File: config.mk
export PLATFORM = sky130hd
export DESIGN_NAME = fir5_tap
export DESIGN_NICKNAME = d
export VERILOG_FILES = /design/src/rtl/fir5_tap.sv
export SDC_FILE = /design/constraint.sdc
export NUM_CORES = 1
export LEC_CHECK = 0
export BUFFER_PORTS_ARGS = -buffer_cell sky130_fd_sc_hd__buf_2
export CAP_MARGIN = 20
export CORE_AREA = 2 2 224 138
export DETAILED_ROUTE_END_ITERATION = 10
export DIE_AREA = 0 0 226 140
export GPL_TIMING_DRIVEN = 1
export HOLD_SLACK_MARGIN = 0.1
export PLACE_DENSITY_LB_ADDON = 0.3
export SYNTH_ARGS = -nofsm -noshare
export SYNTH_HDL_FRONTEND = slang
export SYNTH_SLANG_ARGS = --single-unit
File: constraint.sdc
create_clock -name clk -period 7.95 [get_ports clk]
set_clock_uncertainty 0.1 [all_clocks]
set_input_delay 1.1925 -clock clk [delete_from_list [all_inputs] [get_ports clk]]
set_output_delay 1.1925 -clock clk [all_outputs]
set_load 0.05 [all_outputs]
File: src/rtl/fir5_tap.sv
// 5-tap unsigned FIR with run-time loaded coefficients, sequenced by a load/sample protocol FSM.
// One-cycle latency from an accepted sample to data_out/out_enable; protocol violations latch error until reset.
module fir5_tap #(
  parameter int TAPS = 5,
  parameter int DW   = 8,
  parameter int OW   = 16
) (
  input  logic          clk,
  input  logic          reset,
  input  logic [DW-1:0] data_in,
  input  logic          coef_enable,
  input  logic          sample_enable,
  output logic [OW-1:0] data_out,
  output logic          out_enable,
  output logic          error
);

  localparam int PW = 2 * DW;
  localparam int AW = PW + 3;
  localparam int CW = 3;
  localparam int SW = 8;
  localparam logic [CW-1:0] LAST_COEF = CW'(TAPS);

  localparam logic [1:0] ST_IDLE  = 2'd0;
  localparam logic [1:0] ST_COEF  = 2'd1;
  localparam logic [1:0] ST_READY = 2'd2;
  localparam logic [1:0] ST_ERR   = 2'd3;

  logic [1:0]                state_q, state_d;
  logic [TAPS-1:0][DW-1:0]   coef_q, coef_d;
  logic [TAPS-1:0][DW-1:0]   hist_q, hist_d;
  logic [CW-1:0]             cnt_coef_q, cnt_coef_d;
  logic [SW-1:0]             cnt_samp_q, cnt_samp_d;
  logic [OW-1:0]             dout_q, dout_d;
  logic                      oen_q, oen_d;
  logic                      err_q, err_d;

  // tap_x[0] is the incoming sample; tap_x[i] is the pre-shift history x(i-1).
  logic [TAPS-1:0][DW-1:0]   tap_x;
  logic [PW-1:0]             prod;
  logic [AW-1:0]             acc;
  logic                      accept;

  assign tap_x = {hist_q[TAPS-2:0], data_in};

  always_comb begin
    prod = '0;
    acc  = '0;
    for (int i = 0; i < TAPS; i++) begin
      prod = {{DW{1'b0}}, coef_q[i]} * {{DW{1'b0}}, tap_x[i]};
      acc  = acc + {{(AW-PW){1'b0}}, prod};
    end
  end

  always_comb begin
    state_d    = state_q;
    coef_d     = coef_q;
    hist_d     = hist_q;
    cnt_coef_d = cnt_coef_q;
    cnt_samp_d = cnt_samp_q;
    dout_d     = dout_q;
    oen_d      = 1'b0;
    err_d      = err_q;
    accept     = 1'b0;

    case (state_q)
      ST_IDLE: begin
        if (sample_enable) begin
          state_d = ST_ERR;
        end else if (coef_enable) begin
          hist_d     = '0;
          coef_d[0]  = data_in;
          cnt_coef_d = CW'(1);
          state_d    = ST_COEF;
        end
      end

      ST_COEF: begin
        if (coef_enable && sample_enable) begin
          state_d = ST_ERR;
        end else if (coef_enable) begin
          if (cnt_coef_q == LAST_COEF) begin
            state_d = ST_ERR;
          end else begin
            coef_d[cnt_coef_q] = data_in;
            cnt_coef_d         = cnt_coef_q + CW'(1);
          end
        end else if (cnt_coef_q == LAST_COEF) begin
          // A sample arriving on the load-complete edge is filtered immediately.
          state_d = ST_READY;
          accept  = sample_enable;
        end else begin
          state_d = ST_ERR;
        end
      end

      ST_READY: begin
        if (coef_enable && sample_enable) begin
          state_d = ST_ERR;
        end else if (sample_enable) begin
          accept = 1'b1;
        end else if (coef_enable) begin
          hist_d     = '0;
          coef_d[0]  = data_in;
          cnt_coef_d = CW'(1);
          state_d    = ST_COEF;
        end
      end

      default: begin
        state_d = ST_ERR;
      end
    endcase

    if (accept) begin
      hist_d     = tap_x;
      dout_d     = acc[OW-1:0];
      oen_d      = 1'b1;
      cnt_samp_d = cnt_samp_q + SW'(1);
    end

    if (state_d == ST_ERR) begin
      err_d = 1'b1;
      oen_d = 1'b0;
    end
  end

  always_ff @(posedge clk or negedge reset) begin
    if (!reset) begin
      state_q    <= ST_IDLE;
      coef_q     <= '0;
      hist_q     <= '0;
      cnt_coef_q <= '0;
      cnt_samp_q <= '0;
      dout_q     <= '0;
      oen_q      <= 1'b0;
      err_q      <= 1'b0;
    end else begin
      state_q    <= state_d;
      coef_q     <= coef_d;
      hist_q     <= hist_d;
      cnt_coef_q <= cnt_coef_d;
      cnt_samp_q <= cnt_samp_d;
      dout_q     <= dout_d;
      oen_q      <= oen_d;
      err_q      <= err_d;
    end
  end

  assign data_out   = dout_q;
  assign out_enable = oen_q;
  assign error      = err_q;

  // Oldest history slot and accumulator guard bits are kept but never feed an output.
  logic unused_bits;
  assign unused_bits = ^{hist_q[TAPS-1], acc[AW-1:OW], cnt_samp_q};

endmodule

==> out/qor.csv <==
stage,metric,value,unit
hold_path,hp-class,register to register,
clock_tree,hold_buffers,0,
synthesis,yosysTopAreaCell,fa_1,
synthesis,synth_cells,1450,
floorplan,die_h,140,µm
global_routing,gr-total-overflow,0,
clock_tree,htree_levels,3,
synthesis,synth_xor_area_frac,0.01380,
global_routing,grt_pass1_wl,59720,µm
sta,tightest_slew,1.101,ns
floorplan,core,29490,µm²
synthesis,ys_ff_latch,95,
synthesis,synth_compound_area_frac,0.04388,
synthesis,synth_area_leaders,"fa_1, dfrtp_1, ha_1",
synthesis,synth_top_area_frac,0.3840,
routing,post_drt_wl_per_cell,19.81,µm
place,place_hpwl,30370,µm
worst_setup_path,crit_fanout,7,
synthesis,synth_common_cells,"inv_1, fa_1, and2_1",
job,cap_violations,0,
clock_tree,numCtsBuffers,9,
synthesis,synthMuxAreaShare,0.03154,
clock_tree,clk_pin_slew,0.07,ns
sta,finalCritPeriodShare,0.8818,
worst_setup_path,cp-start-kind,input port,
synthesis,ys_seq_area_frac,0.1628,
worst_setup_path,crit_chain,"buf_2, and2_1, fa_1, fa_1, inv_1, fa_1, fa_1, fa_1, fa_1, fa_1, fa_1, inv_1, ha_1, o21ai_0, o21bai_1, o211ai_1, o311a_1, xnor2_1, o21ai_1",
outcome,status,finished clean,
routing,via_count,9701,
global_routing,grt_pass1_vias,10340,
routing,routed_wl,36720,µm
global_routing,antenna_found_initial,0,
clock_tree,clockRootBuffer,clkbuf_16,
finish,fillers,2643,
routing,drt_first_pass_iters,5,
synthesis,synthArstFlopShare,1.000,
synthesis,synthAdderAreaFrac,0.5074,
place,port_buffers,29,
routing,vias_per_cell,5.235,
floorplan,start_util,0.4951,
clock_tree,cts_setup_buffers,0,
sta,fmax,142.7,MHz
finish,drive_gt1_frac,0.07059,
floorplan,rows,49,
worst_setup_path,crit_buf_inv,3,
synthesis,syn_avg_cell_area,10.07,µm²
worst_setup_path,required,8.07,ns
sta,slew_headroom,0.2645,
global_routing,grt_max_degree,50,
synthesis,synth_top_family_by_area,adder cells,
sta,slew_viol_final,0,
synthesis,syn_nets,1886,
clock_tree,clkSinkCount,95,
synthesis,synth_top_flop_cell,dfrtp_1,
finish,antenna-diode-count,0,
worst_setup_path,critPathTopFamily,adder cells,
finish,multiInputGateArea,10720,µm²
worst_setup_path,crit_arrival,7.13,ns
finish,final_nets,1876,
routing,ant_nets,0,
sta,fin_crit,7.010,ns
floorplan,die-area,31640,µm²
synthesis,synth_area,14600,µm²
synthesis,yosys.area_share.simple,0.1359,
worst_setup_path,cpMaxStageDelayCell,fa_1,
synthesis,synth_edf_count,0,
clock_tree,clock_path_buffers,2,
worst_setup_path,cp_common_cell,fa_1,
sta,setup_viol,0,
sta,final.setup.tns,0,ns
routing,drt_iter0_markers,617,
routing,drcViolationCount,0,
worst_setup_path,worstSetupPathType,input port to register,
finish,area_delta_synth_final,5.468,%
sta,final_hold_viol_count,0,
finish,seqCellArea,2377,µm²
clock_tree,insertion_delay,0.39,ns
clock_tree,cts_resized,0,
worst_setup_path,critPathMaxStageDelay,0.58,ns
clock_tree,cts_tree,done,
sta,grt_setup_unrepaired,no,
synthesis,yosysWarnings,0,
floorplan,dieWidth,226,µm
global_routing,grtUsageTotal,0.2536,
place,routabilityCongestion,0.8846,
synthesis,synth_most_common_cell,inv_1,
synthesis,synthDistinctLibCells,47,
floorplan,io_pins,30,
worst_setup_path,critical_path.endpoint_type,register,
[flip-flops by register name, summed over array words and instances (netlist names)]
register and flops:
cnt_coef_q 3, coef_q 40, data_out 16, error 1
hist_q 32, out_enable 1, state_q 2
[logic make-up (layout without fill, tap and decap cells)]
group | Yosys count | count (layout)
and+or+nand+nor | 383 | 383
buffers and inverters | 396 | 391
adders and majority gates | 424 | 424
DFF | 95 | 95
muxes | 41 | 41
AOI/OAI and AO/OA | 88 | 88
xor gates and xnor gates | 23 | 23
[tightest hold or removal path, stage by stage, from the launching register on]
cell and delay, ns:
dfrtp_1 0.34, nand2_1 0.05, nand2_1 0.05
[metrics by stage]
| step | hold slack, ns | cells | util | area, µm² | setup WS, ns |
|---|---|---|---|---|---|
| detailed placement | 0.3487 | 1837 | 0.5114 | 15080 | 0.5129 |
| global placement | 0.3329 | 1837 | 0.5114 | 15080 | 0.6071 |
| finish | 0.3709 | 1853 | 0.5221 | 15400 | 0.9399 |
| floorplan | 0.4514 | 1450 | - | 14600 | 0.8329 |
| CTS | 0.3694 | 1853 | 0.5221 | 15400 | 0.9386 |
| global route | 0.4040 | 1853 | 0.5221 | 15400 | 0.6727 |
[per-layer routing]
metal | vias to the layer above | wire length, µm | global-route usage
met4 | 0 | 603 | 0.05333
met2 | 348 | 14940 | 0.3383
met5 | - | 0 | 0
li1 | 4297 | - | -
met1 | 5022 | 17930 | 0.4014
met3 | 34 | 3237 | 0.07552
[layout make-up]
type	count	area share
Clock buffer	11	0.01641
Clock inverter	5	0.004144
Inverter	339	0.08264
Multi-Input combinational cell	959	0.6962
Sequential cell	95	0.1544
Tap cell	408	0.03315
Timing Repair Buffer	36	0.01300
[placed cells by master (no fill, tap or decap), drive strengths merged, types with 2 or more instances in the layout]
master / synthesis / routed
a21oi: 11 / 11
and2: 186 / 186
a22o: 32 / 32
xnor2: 17 / 17
clkbuf: 44 / 11
mux2: 40 / 40
fa: 280 / 280
buf: 13 / 36
nand4: 2 / 2
a31oi: 5 / 5
or3: 2 / 2
clkinv: 0 / 2
nor2: 9 / 9
o21ai: 19 / 19
nor3: 6 / 6
a211o: 2 / 2
o21a: 2 / 2
a211oi: 3 / 3
and3: 2 / 2
nand2: 169 / 169
o21bai: 2 / 2
xor2: 6 / 6
inv: 339 / 340
ha: 144 / 144
dfrtp: 95 / 95
a21o: 6 / 6
[path summary, 6_finish.rpt]
path | startpoint | endpoint | slack [ns] | cells after the start
min | data_out[3]$_DFFE_PN0P_ | data_out[3]$_DFFE_PN0P_ | 0.37 | 2
max reg2reg | hist_q[19]$_DFFE_PN0P_ | data_out[15]$_DFFE_PN0P_ | 1.13 | 21
min in group asynchronous | reset | hist_q[25]$_DFFE_PN0P_ | 0.76 | 1
max | data_in[4] | data_out[15]$_DFFE_PN0P_ | 0.94 | 19
max in group asynchronous | reset | hist_q[12]$_DFFE_PN0P_ | 5.87 | 2
min reg2reg | data_out[3]$_DFFE_PN0P_ | data_out[3]$_DFFE_PN0P_ | 0.37 | 2
Power is left out: the tool's default activity adds up to more than one toggle a clock period on the data nets, which glitch-free logic cannot reach.
